--- config.mk ---
export PLATFORM = sky130hd
export DESIGN_NAME = pll_sd
export DESIGN_NICKNAME = d
export VERILOG_FILES = /design/src/rtl/pll_sd.sv
export SDC_FILE = /design/constraint.sdc
export NUM_CORES = 1
export LEC_CHECK = 0
export BUFFER_PORTS_ARGS = -buffer_cell sky130_fd_sc_hd__buf_2
export CAP_MARGIN = 20
export CORE_MARGIN = 2
export CORE_UTILIZATION = 60
export CTS_CLUSTER_DIAMETER = 150
export DETAILED_ROUTE_END_ITERATION = 12
export PLACE_DENSITY = 0.83
export REMOVE_ABC_BUFFERS = 1
export SLEW_MARGIN = 20
export SYNTH_ARGS = -nofsm -noshare
export SYNTH_HDL_FRONTEND = slang
export SYNTH_SLANG_ARGS = --single-unit
--- constraint.sdc ---
create_clock -name clkin1 -period 2.49 [get_ports clkin1]
set_input_delay 0.249 -clock clkin1 [delete_from_list [all_inputs] [get_ports clkin1]]
set_output_delay 0.249 -clock clkin1 [all_outputs]
set_load 0.05 [all_outputs]
--- src/rtl/pll_sd.sv ---
// pll_sd: counter-based clock divider pair with phase offset and lock delay.
// Optional PLL_SD_OUTPUT_GATE_EN holds both divided clocks low until lock.
module pll_sd #(
    parameter int ODIV0       = 2,
    parameter int ODIV1       = 2,
    parameter int PHASE1      = 1,
    parameter int LOCK_CYCLES = 64
) (
    input  logic clkin1,
    input  logic pll_rst,
    output logic clkout0,
    output logic clkout1,
    output logic pll_lock
);

    localparam logic [9:0]  CNT0_MAX = 10'(ODIV0 - 1);
    localparam logic [9:0]  CNT1_MAX = 10'(ODIV1 - 1);
    localparam logic [9:0]  HALF0    = 10'(ODIV0 / 2);
    localparam logic [9:0]  HALF1    = 10'(ODIV1 / 2);
    localparam logic [9:0]  CNT1_RST = 10'((ODIV1 - PHASE1) % ODIV1);
    localparam logic [15:0] LOCK_MAX = 16'(LOCK_CYCLES - 1);

    logic [9:0]  cnt0;
    logic [9:0]  cnt1;
    logic [15:0] lock_cnt;
    logic        lock_nxt;
    logic        gate;

    assign lock_nxt = pll_lock | (lock_cnt == LOCK_MAX);

`ifdef PLL_SD_OUTPUT_GATE_EN
    // Gate on the next lock value so outputs start in the cycle lock shows.
    assign gate = lock_nxt;
`else
    assign gate = 1'b1;
`endif

    always_ff @(posedge clkin1) begin
        if (pll_rst) begin
            cnt0     <= '0;
            cnt1     <= CNT1_RST;
            lock_cnt <= '0;
            clkout0  <= 1'b0;
            clkout1  <= 1'b0;
            pll_lock <= 1'b0;
        end else begin
            cnt0     <= (cnt0 == CNT0_MAX) ? 10'd0 : cnt0 + 10'd1;
            cnt1     <= (cnt1 == CNT1_MAX) ? 10'd0 : cnt1 + 10'd1;
            clkout0  <= gate & (cnt0 < HALF0);
            clkout1  <= gate & (cnt1 < HALF1);
            lock_cnt <= pll_lock ? lock_cnt : lock_cnt + 16'd1;
            pll_lock <= lock_nxt;
        end
    end

endmodule

==> load_flow_metrics.sql, run 1 <==
INSERT INTO impl_metrics (metric_group, metric, value, unit) VALUES
('floorplan', 'initial_utilization', '0.6265', ''),
('detailed_routing', 'route.met3.wl', '109', 'um'),
('clocking', 'path_clk_slew', '0.11', 'ns'),
('synth', 'yosys.area_share.simple', '0.2863', ''),
('clocking', 'buffers_from_clock_root_to_sink_at_most', '2', ''),
('synth', 'synth_seq_area_share', '0.4558', ''),
('floorplan', 'die-area', '3298', 'sq um'),
('detailed_routing', 'top_signal_layer_used', 'met4', ''),
('synth', 'yosysWarnings', '0', ''),
('synth', 'synthFlopType', 'sky130_fd_sc_hd__dfxtp_1', ''),
('detailed_routing', 'firstDrtPassIters', '4', ''),
('detailed_routing', 'detail_route.wl_per_cell', '12.87', 'um'),
('floorplan', 'die_width', '57.43', 'um'),
('synth', 'synth-seq-cells', '39', ''),
('floorplan', 'floorplan.die.height', '57.43', 'um'),
('sta', 'period_minus_slack', '1.613', 'ns'),
('global_routing', 'grt_use_total', '0.2058', ''),
('global_routing', 'grt_overflow', '0', ''),
('synth', 'synth_area', '1713', 'sq um'),
('clocking', 'post_cts_resized', '0', ''),
('synth', 'post_synth_xor_area_fraction', '0.1381', ''),
('sta', 'setup-tns-final', '0', 'ns'),
('detailed_routing', 'post-route-drc-count', '0', ''),
('detailed_routing', 'initialDrtViolationCount', '81', ''),
('detailed_routing', 'met2_wirelength', '1.422', 'mm'),
('sta', 'hold_viol', '0', ''),
('clocking', 'htree_levels', '2', ''),
('detailed_routing', 'route.final.wire_length', '2.857', 'mm'),
('clocking', 'post_cts_setup_bufs', '0', ''),
('worst_hold_path', 'hold_path_class', 'input pin to flop', ''),
('sta', 'setup_repair_after_global_routing_missed_its_margin', 'no', ''),
('clocking', 'tritoncts_num_sinks', '39', ''),
('critical_path', 'arrival', '1.84', 'ns'),
('sta', 'report.final.slew_viol_count', '0', ''),
('detailed_routing', 'route.detailed.vias_per_inst', '5.676', ''),
('outcome', 'outcome', 'finished clean', ''),
('finish', 'final_nets', '199', ''),
('finish', 'post_route_cells_drive_above_1_share', '0.08377', ''),
('synth', 'synth_compound_area_frac', '0.02557', ''),
('sta', 'timing.clock.skew', '0.009058', 'ns'),
('sta', 'achievable-frequency', '620.0', 'MHz'),
('power', 'report.power.total', '1.261', 'mW'),
('global_routing', 'first_global_vias', '1215', ''),
('floorplan', 'floorplan.io_pins', '5', ''),
('detailed_routing', 'antenna_violating_nets_post_route', '0', ''),
('critical_path', 'path_class', 'flop to flop', ''),
('critical_path', 'critPathRequiredTime', '2.72', 'ns'),
('global_routing', 'grt_start_max_net_pins', '25', ''),
('power', 'vdd_drop_max', '0.0008597', 'V'),
('critical_path', 'crit_path_max_fanout', '10', ''),
('sta', 'worst_pin_slew', '0.3991', 'ns'),
('global_routing', 'antenna_found_initial', '0', ''),
('power', 'power.leakage', '0.7552', 'nW'),
('power', 'power.density_cell_area', '680.0', 'nW/um^2'),
('sta', 'finalSetupViolCount', '0', ''),
('detailed_routing', 'via_count', '1260', ''),
('clocking', 'cell_at_the_root_of_the_clock_tree', 'sky130_fd_sc_hd__clkbuf_4', ''),
('synth', 'synth_edf_count', '0', ''),
('clocking', 'tritoncts', 'built', ''),
('synth', 'muxShareOfSynthArea', '0.01899', ''),
('job', 'maxCapViolations', '0', ''),
('clocking', 'cts_buffers', '5', ''),
('finish', 'area_delta_synth_final', '8.254', '%'),
('clocking', 'clk-insertion-delay-late', '0.34', 'ns'),
('placed_design', 'gp_congestion', '0.8310', ''),
('critical_path', 'critPathLaunchType', 'flop', ''),
('floorplan', 'rows', '19', ''),
('floorplan', 'core_region_area', '2734', 'sq um'),
('critical_path', 'reg2reg_setup_slack', '0.88', 'ns'),
('synth', 'synthAdderAreaFrac', '0.05113', ''),
('finish', 'diodes', '0', ''),
('synth', 'main_combinational_cell_family_by_area_after_synthesis', 'simple AND/OR/NAND/NOR gates', ''),
('clocking', 'holdBufCountCts', '0', ''),
('synth', 'synthesized_area_per_cell', '9.360', 'sq um'),
('placed_design', 'post-dp-hpwl', '2.035', 'mm'),
('synth', 'synth_cells', '183', ''),
('sta', 'whs', '0.3067', 'ns'),
('sta', 'timing.final.crit_share', '0.6478', ''),
('detailed_routing', 'met1_length', '1.283', 'mm'),
('placed_design', 'port_buffers', '4', ''),
('global_routing', 'global_route_wire_length_before_repair', '5.237', 'mm'),
('critical_path', 'setup.worst_path.end_class', 'flop', ''),
('synth', 'synth-async-reset-ratio', '0', ''),
('synth', 'netlist-cell-type-count', '35', ''),
('sta', 'timing.slew.headroom', '0.7340', '');
==> per-stage QoR <==
stage | std cells | area, sq um | worst slack [ns] | util
after floorplan | 179 | 1694 | 0.9208 | -
after global placement | 214 | 1753 | 1.004 | 0.6412
after detailed placement | 214 | 1753 | 0.9069 | 0.6412
after CTS | 222 | 1854 | 0.8852 | 0.6783
after global routing | 222 | 1854 | 0.7712 | 0.6783
final | 222 | 1854 | 0.8770 | 0.6783
==> kinds of logic after synthesis <==
group,Yosys count
AND/OR/NAND/NOR,90
flip-flops,39
XOR/XNOR,27
buffers and inverters,10
AO/OA/AOI/OAI,7
adder cells (fa/ha/maj),7
multiplexers,3
==> worst max-delay path: stages (launching register included) <==
cell	delay [ns]
sky130_fd_sc_hd__dfxtp_1	0.37
sky130_fd_sc_hd__or4_1	0.57
sky130_fd_sc_hd__nor2_1	0.15
sky130_fd_sc_hd__a21o_1	0.31
sky130_fd_sc_hd__nor2_1	0.09
==> cell usage after synthesis (2+ instances only) <==
cell,n,area (sq um)
sky130_fd_sc_hd__a21o_1,2,15.01
sky130_fd_sc_hd__a21oi_1,2,10.01
sky130_fd_sc_hd__and3_1,6,37.54
sky130_fd_sc_hd__and4_1,2,17.52
sky130_fd_sc_hd__clkbuf_1,2,7.510
sky130_fd_sc_hd__dfxtp_1,39,780.8
sky130_fd_sc_hd__ha_1,7,87.58
sky130_fd_sc_hd__inv_1,6,22.52
sky130_fd_sc_hd__mux2_2,2,22.52
sky130_fd_sc_hd__nand2_1,5,18.77
sky130_fd_sc_hd__nand3_1,11,55.05
sky130_fd_sc_hd__nand4_1,8,50.05
sky130_fd_sc_hd__nor2_1,36,135.1
sky130_fd_sc_hd__nor2b_1,2,12.51
sky130_fd_sc_hd__nor3b_1,2,15.01
sky130_fd_sc_hd__nor4_1,4,25.02
sky130_fd_sc_hd__o21ai_0,2,10.01
sky130_fd_sc_hd__or3_1,2,12.51
sky130_fd_sc_hd__or4_1,2,15.01
sky130_fd_sc_hd__xnor2_1,8,70.07
sky130_fd_sc_hd__xor2_1,19,166.4
==> flip-flops by register name, indices dropped and copies added, names as in the netlist <==
signal / cells
lock_cnt: 16
cnt0: 10
cnt1: 10
clkout0: 1
clkout1: 1
pll_lock: 1
==> cell usage in the layout, fill, tap and decap left out, drive strengths merged, types with 5 or more instances in the layout <==
cell / instances
xnor2: 8
and3: 6
nor2: 36
clkbuf: 6
nand2: 5
dfxtp: 39
nand3: 11
nand4: 9
inv: 6
ha: 7
xor2: 19
==> power breakdown <==
part	switching (mW)	leakage (nW)	internal [mW]
registers	0.0165	0.316	0.643
clock network	0.194	0.0525	0.313
logic	0.0621	0.386	0.0318
==> routing by layer <==
metal  track usage  up-vias
met1        0.2336      599
li1              -      638
met3       0.08390        6
met5             0        -
met4       0.06977        0
met2        0.3490       17
==> path summary, 6_finish.rpt <==
kind / startpoint / to / cells past startpoint
hold / removal: pll_rst / lock_cnt[11] / 2
setup reg to reg: cnt0[3] / cnt0[4] / 4
hold reg to reg: lock_cnt[15] / lock_cnt[15] / 2
setup / recovery: cnt0[3] / cnt0[4] / 4
==> area by class of cell <==
type	count	area (sq um)
Multi-Input combinational cell	134	890.9
Timing Repair Buffer	4	20.02
Fill cell	228	879.6
Clock inverter	2	60.06
Sequential cell	39	780.7
Tap cell	31	38.79
Inverter	6	22.52
Clock buffer	6	41.29
No activity file was read; power rests on OpenSTA's default activity.
==> inputs of run 2 (changes only) <==
--- a/config.mk
+++ b/config.mk
@@ -8,10 +8,10 @@
 export BUFFER_PORTS_ARGS = -buffer_cell sky130_fd_sc_hd__buf_2
 export CAP_MARGIN = 20
 export CORE_MARGIN = 2
-export CORE_UTILIZATION = 60
+export CORE_UTILIZATION = 54
 export CTS_CLUSTER_DIAMETER = 150
 export DETAILED_ROUTE_END_ITERATION = 12
-export PLACE_DENSITY = 0.83
+export PLACE_DENSITY = 0.79
 export REMOVE_ABC_BUFFERS = 1
 export SLEW_MARGIN = 20
 export SYNTH_ARGS = -nofsm -noshare
==> constraint.sdc (replaced) <==
create_clock -name clkin1 -period 1.34 [get_ports clkin1]
set_input_delay 0.134 -clock clkin1 [delete_from_list [all_inputs] [get_ports clkin1]]
set_output_delay 0.134 -clock clkin1 [all_outputs]
set_load 0.05 [all_outputs]
==> run 2 against run 1 <==
The flow now finishes with violations (setup timing). Clock-buffer cell count unchanged. Largest power group unchanged. First-iteration DRC count decreased by 8.6%. Register-to-register slack got worse by 0.88 ns. Clock skew decreased by 0.0080 ns. Largest cell class unchanged. Cell area increased by 14%. Sequential cell count unchanged.
==> load_flow_metrics.sql, run 2 (synthesis gave the netlist of run 1 again) <==
INSERT INTO impl_metrics (metric_group, metric, value, unit) VALUES
('clocking', 'holdBufCountCts', '0', ''),
('global_routing', 'global_route_wire_length_before_repair', '5.547', 'mm'),
('power', 'power.density_cell_area', '949.4', 'nW/um^2'),
('outcome', 'outcome', 'complete, but fails checks', ''),
('finish', 'fillerInstances', '229', ''),
('detailed_routing', 'via_count', '1404', ''),
('floorplan', 'die_width', '60.32', 'um'),
('floorplan', 'die-area', '3639', 'sq um'),
('sta', 'finalSetupViolCount', '2', ''),
('critical_path', 'crit-reg2reg-launch', 'cnt0[4]', ''),
('finish', 'fin_util', '0.6975', ''),
('critical_path', 'setup.worst_path.end_class', 'flop', ''),
('detailed_routing', 'detail_route.wl_per_cell', '12.89', 'um'),
('floorplan', 'floorplan.io_pins', '5', ''),
('global_routing', 'grt_overflow', '0', ''),
('detailed_routing', 'route.final.wire_length', '3.363', 'mm'),
('critical_path', 'path_class', 'flop to flop', ''),
('detailed_routing', 'post-route-drc-count', '0', ''),
('clocking', 'cell_at_the_root_of_the_clock_tree', 'sky130_fd_sc_hd__clkbuf_4', ''),
('power', 'cellInternalPower', '1.475', 'mW'),
('worst_hold_path', 'hold_path_class', 'input pin to flop', ''),
('global_routing', 'antenna_found_initial', '0', ''),
('floorplan', 'initial_utilization', '0.5657', ''),
('floorplan', 'floorplan.die.height', '60.32', 'um'),
('finish', 'layout_top_registers', 'lock_cnt (16), cnt0 (10), cnt1 (10)', ''),
('finish', 'largest_register_ff_count', '16', ''),
('clocking', 'cts_buffers', '5', ''),
('power', 'power.leakage', '0.8819', 'nW'),
('clocking', 'buffers_from_clock_root_to_sink_at_most', '2', ''),
('worst_hold_path', 'min_from', 'pll_rst', ''),
('job', 'maxCapViolations', '0', ''),
('floorplan', 'core_region_area', '3028', 'sq um'),
('detailed_routing', 'antenna_violating_nets_post_route', '0', ''),
('finish', 'post_route_cells_drive_above_1_share', '0.2995', ''),
('global_routing', 'first_global_vias', '1338', ''),
('floorplan', 'rows', '20', ''),
('sta', 'timing.final.crit_share', '1.000', ''),
('clocking', 'clk-insertion-delay-late', '0.35', 'ns'),
('clocking', 'tritoncts_num_sinks', '39', ''),
('placed_design', 'place.detailed.instances', '254', ''),
('critical_path', 'critPathRequiredTime', '1.59', 'ns'),
('critical_path', 'startpoint', 'cnt0[4]', ''),
('power', 'p_clk_frac', '0.275', ''),
('sta', 'report.final.slew_viol_count', '0', ''),
('finish', 'register_ranked_first_by_flip_flop_count', 'lock_cnt', ''),
('global_routing', 'grt_use_total', '0.2102', ''),
('detailed_routing', 'route.detailed.vias_per_inst', '5.379', ''),
('finish', 'area_delta_synth_final', '23.30', '%'),
('placed_design', 'gp_congestion', '0.8465', ''),
('sta', 'timing.clock.skew', '0.001072', 'ns'),
('critical_path', 'arrival', '1.59', 'ns'),
('finish', 'final_nets', '227', ''),
('clocking', 'path_clk_slew', '0.10', 'ns'),
('power', 'swShare', '0.2644', ''),
('finish', 'final_cells', '261', ''),
('power', 'vdd_drop_max', '0.0007668', 'V'),
('sta', 'setup_ws', '-0.0002875', 'ns'),
('critical_path', 'critPathLaunchType', 'flop', ''),
('power', 'sw_power', '0.5301', 'mW'),
('sta', 'period_minus_slack', '1.340', 'ns'),
('outcome', 'violated_checks', 'setup timing', ''),
('critical_path', 'crit_path_max_incr_delay', '0.55', 'ns'),
('finish', 'layout_commonest_cell', 'sky130_fd_sc_hd__nor2_1', ''),
('sta', 'achievable-frequency', '746.1', 'MHz'),
('placed_design', 'detailedPlace.worstSlack', '-0.1540', 'ns'),
('sta', 'worst_pin_slew', '0.3154', 'ns'),
('sta', 'timing.slew.headroom', '0.7897', ''),
('power', 'power_frac_seq', '0.611', ''),
('critical_path', 'critical_path.cell_chain', 'or4_4 -> nor2_4 -> a21o_4 -> nor2_1', ''),
('sta', 'hold_viol', '0', ''),
('critical_path', 'crit_path_max_fanout', '5', ''),
('global_routing', 'grt_start_max_net_pins', '19', ''),
('detailed_routing', 'initialDrtViolationCount', '74', ''),
('sta', 'setup_repair_after_global_routing_missed_its_margin', 'yes', ''),
('finish', 'diodes', '0', ''),
('clocking', 'tritoncts', 'built', ''),
('clocking', 'htree_levels', '2', ''),
('critical_path', 'crit_path_top_delay_cell', 'sky130_fd_sc_hd__or4_4', ''),
('finish', 'layout.cells.most_common_list', '32 x sky130_fd_sc_hd__nor2_1, 30 x sky130_fd_sc_hd__dfxtp_1, 27 x sky130_fd_sc_hd__buf_4', ''),
('placed_design', 'post-dp-hpwl', '2.417', 'mm'),
('detailed_routing', 'firstDrtPassIters', '4', ''),
('placed_design', 'port_buffers', '4', ''),
('power', 'share_comb_of_total_power', '0.114', '');
[run 2: power by group through the flow]
stage,clock network [mW],registers [mW],logic (mW)
finish,0.552,1.22,0.229
detailed placement,0,1.25,0.200
floorplan,0,1.27,0.100
global route,0.608,1.23,0.253
CTS,0.559,1.22,0.217
global placement,0,1.24,0.190
[run 2: stage by stage]
| stage | TNS, ns | area (sq um) | total power, mW | hold slack [ns] |
|---|---|---|---|---|
| after floorplan | -1.682 | 1694 | 1.374 | 0.2031 |
| after global placement | -0.8430 | 1972 | 1.432 | 0.4541 |
| after detailed placement | -1.710 | 1972 | 1.446 | 0.4700 |
| after CTS | -0.2665 | 2059 | 2.000 | 0.1271 |
| after global routing | -0.3205 | 2112 | 2.091 | 0.1617 |
| final | -0.0004665 | 2112 | 2.005 | 0.1410 |
[run 2: repair_timing]
item                       4_1_cts  5_1_grt
setup endpoints to repair       23       27
setup buffers                    0        0
gates resized for setup         13       16
pin swaps                        6       10
cloned                           1        0
[run 2: critical path: cells and delay by family, from the launching register on]
kind | cells | cell delay, ns
and+or+nand+nor | 3 | 0.75
DFF | 1 | 0.34
AOI/OAI and AO/OA | 1 | 0.16
[run 2: layout make-up]
class | instances | area [sq um] | share of cell area
multi-input cells | 135 | 975.9 | 0.4621
repair buffers | 31 | 222.7 | 0.1055
inverters | 6 | 22.52 | 0.01066
flip-flops and latches | 39 | 794.5 | 0.3762
well taps | 44 | 55.05 | 0.02607
clock buffers | 6 | 41.29 | 0.01955
[run 2: path summary, 6_finish.rpt]
check	endpoint	slack [ns]	cells after the start
worst min-delay path	lock_cnt[9]	0.14	2
worst min register to register	cnt0[0]	0.50	1
worst max-delay path	cnt0[2]	-0.0003	4
worst max register to register	cnt0[2]	-0.0003	4
[run 2: routing by layer]
metal  up-vias  GRT usage  share of wire
met5         -          0              0
li1        696          -              -
met4         0     0.1143          0.024
met2        31     0.3416           0.48
met3        14    0.06277          0.043
met1       663     0.2477           0.45
==> inputs of run 3 (changes only) <==
==> constraint.sdc (replaced) <==
create_clock -name clkin1 -period 1.34 [get_ports clkin1]
set_input_delay 0.402 -clock clkin1 [delete_from_list [all_inputs] [get_ports clkin1]]
set_output_delay 0.402 -clock clkin1 [all_outputs]
set_load 0.05 [all_outputs]
==> run 3 against run 2 <==
The flow still finishes with violations (setup timing). Clock skew is 0.0068 ns higher. Sequential cell count stayed put. Sequential power hardly changed. Clock-buffer cell count stayed put. Combinational power is 4% higher. Largest power group unchanged. Critical endpoint is now cnt0[4]. Cell area is 2.1% higher. Hold slack better by 0.26 ns.
==> load_flow_metrics.sql, run 3 (synthesis gave the netlist of run 1 again) <==
INSERT INTO impl_metrics (metric_group, metric, value, unit) VALUES
('outcome', 'outcome', 'complete, but fails checks', ''),
('outcome', 'violated_checks', 'setup timing', ''),
('clocking', 'tritoncts_num_sinks', '39', ''),
('finish', 'largest_register_ff_count', '16', ''),
('critical_path', 'crit_path_top_delay_cell', 'sky130_fd_sc_hd__or4_4', ''),
('sta', 'finalSetupViolCount', '13', ''),
('finish', 'diodes', '0', ''),
('detailed_routing', 'initialDrtViolationCount', '78', ''),
('critical_path', 'crit_path_max_fanout', '5', ''),
('placed_design', 'gp_congestion', '0.8537', ''),
('finish', 'final_cells', '264', ''),
('worst_hold_path', 'hold_path_class', 'input pin to flop', ''),
('critical_path', 'cp_top_family', 'simple AND/OR/NAND/NOR gates', ''),
('global_routing', 'grt_overflow', '0', ''),
('sta', 'hold_viol', '0', ''),
('detailed_routing', 'post-route-drc-count', '0', ''),
('finish', 'layout_top_registers', 'lock_cnt (16), cnt0 (10), cnt1 (10)', ''),
('floorplan', 'initial_utilization', '0.5657', ''),
('clocking', 'htree_levels', '2', ''),
('sta', 'worst_pin_slew', '0.2955', 'ns'),
('critical_path', 'critPathRequiredTime', '1.59', 'ns'),
('sta', 'whs', '0.4058', 'ns'),
('clocking', 'holdBufCountCts', '0', ''),
('critical_path', 'setup.worst_path.end_class', 'flop', ''),
('worst_hold_path', 'min_from', 'pll_rst', ''),
('global_routing', 'antenna_found_initial', '0', ''),
('clocking', 'cts_buffers', '5', ''),
('floorplan', 'core_region_area', '3028', 'sq um'),
('finish', 'layout_commonest_cell', 'sky130_fd_sc_hd__nor2_1', ''),
('placed_design', 'post-dp-hpwl', '2.504', 'mm'),
('critical_path', 'crit_buf_inv', '0', ''),
('detailed_routing', 'antenna_violating_nets_post_route', '0', ''),
('global_routing', 'grt_use_total', '0.2279', ''),
('critical_path', 'path_class', 'flop to flop', ''),
('placed_design', 'detailedPlace.worstSlack', '-0.1309', 'ns'),
('sta', 'timing.slew.headroom', '0.8013', ''),
('global_routing', 'global_route_wire_length_before_repair', '6.078', 'mm'),
('sta', 'achievable-frequency', '698.0', 'MHz'),
('placed_design', 'port_buffers', '4', ''),
('critical_path', 'crit_path_max_incr_delay', '0.55', 'ns'),
('power', 'vdd_drop_max', '0.0008557', 'V'),
('clocking', 'cell_at_the_root_of_the_clock_tree', 'sky130_fd_sc_hd__clkbuf_4', ''),
('clocking', 'clk-insertion-delay-late', '0.35', 'ns'),
('sta', 'setup_repair_after_global_routing_missed_its_margin', 'yes', ''),
('critical_path', 'arrival', '1.68', 'ns'),
('global_routing', 'grt_start_max_net_pins', '16', ''),
('floorplan', 'rows', '20', ''),
('sta', 'timing.final.crit_share', '1.069', ''),
('floorplan', 'floorplan.io_pins', '5', ''),
('sta', 'setup_ws', '-0.09264', 'ns'),
('detailed_routing', 'route.detailed.vias_per_inst', '5.424', ''),
('detailed_routing', 'route.final.wire_length', '3.844', 'mm'),
('detailed_routing', 'detail_route.wl_per_cell', '14.56', 'um'),
('critical_path', 'startpoint', 'cnt0[2]', ''),
('placed_design', 'place.detailed.instances', '254', ''),
('clocking', 'tritoncts', 'built', ''),
('critical_path', 'critical_path.cell_chain', 'or4_4 -> nor2_4 -> a21o_1 -> nor2_1', ''),
('floorplan', 'die_width', '60.32', 'um'),
('finish', 'layout.cells.most_common_list', '34 x sky130_fd_sc_hd__nor2_1, 30 x sky130_fd_sc_hd__dfxtp_1, 29 x sky130_fd_sc_hd__buf_4', ''),
('sta', 'period_minus_slack', '1.433', 'ns'),
('global_routing', 'first_global_vias', '1428', ''),
('power', 'power.density_cell_area', '934.2', 'nW/um^2'),
('detailed_routing', 'via_count', '1432', ''),
('worst_hold_path', 'worst_hold_path.num_cells', '2', ''),
('finish', 'post_route_cells_drive_above_1_share', '0.3045', ''),
('sta', 'timing.clock.skew', '0.007824', 'ns'),
('floorplan', 'die-area', '3639', 'sq um'),
('finish', 'area_delta_synth_final', '25.86', '%'),
('power', 'power.leakage', '0.9043', 'nW'),
('finish', 'final_nets', '230', ''),
('floorplan', 'floorplan.die.height', '60.32', 'um'),
('finish', 'register_ranked_first_by_flip_flop_count', 'lock_cnt', ''),
('detailed_routing', 'firstDrtPassIters', '4', ''),
('clocking', 'buffers_from_clock_root_to_sink_at_most', '2', ''),
('critical_path', 'critPathLaunchType', 'flop', ''),
('clocking', 'path_clk_slew', '0.11', 'ns'),
('critical_path', 'crit-reg2reg-launch', 'cnt0[2]', ''),
('critical_path', 'worst-r2r-cell-count', '4', ''),
('sta', 'report.final.slew_viol_count', '0', ''),
('critical_path', 'cp.depth', '4', ''),
('job', 'maxCapViolations', '0', '');
-- run 3: worst paths after layout --
path,end,slack [ns]
max,cnt0[4],-0.09
min,lock_cnt[11],0.41
max reg2reg,cnt0[4],-0.09
min reg2reg,lock_cnt[15],0.51
-- run 3: timing repair --
action | 4_1_cts | 5_1_grt
buffers inserted | 1 | 3
cloned | 1 | 0
resized for setup | 19 | 16
endpoints found under the setup margin | 25 | 31
pin swaps | 6 | 8
-- run 3: final cells by class --
type | instances | area (sq um)
clock buffer | 6 | 41.29
tap | 44 | 55.05
fill | 225 | 872.1
multi-input combinational | 135 | 973.4
sequential | 39 | 799.5
timing repair buffer | 34 | 264.0
inverter | 6 | 22.52
-- run 3: through the flow --
step	setup TNS (ns)	util	total power, mW	instance area (sq um)
floorplan	-1.682	-	1.374	1694
global placement	-0.7573	0.6512	1.433	1972
detailed placement	-1.341	0.6512	1.451	1972
CTS	-0.2135	0.6876	1.993	2082
global route	-1.242	0.7120	2.109	2156
finish	-0.5916	0.7120	2.014	2156
-- run 3: power by group --
| group | internal, mW | total (mW) | leakage, nW | switching [mW] |
|---|---|---|---|---|
| combinational | 0.0974 | 0.239 | 0.559 | 0.142 |
| sequential | 1.19 | 1.22 | 0.321 | 0.0284 |
| clock | 0.187 | 0.552 | 0.0242 | 0.366 |
-- run 3: metal layers --
| layer | vias to the layer above | global-route usage | part of all wire |
|---|---|---|---|
| li1 | 706 | - | - |
| met1 | 676 | 0.2844 | 0.44 |
| met2 | 40 | 0.3711 | 0.50 |
| met3 | 10 | 0.05628 | 0.043 |
| met4 | 0 | 0.1016 | 0.022 |
| met5 | - | 0 | 0 |
-- run 3: worst reg2reg max path, stage by stage (launching register included) --
cell and delay (ns):
sky130_fd_sc_hd__dfxtp_2 0.34, sky130_fd_sc_hd__or4_4 0.55, sky130_fd_sc_hd__nor2_4 0.13, sky130_fd_sc_hd__a21o_1 0.24
sky130_fd_sc_hd__nor2_1 0.07
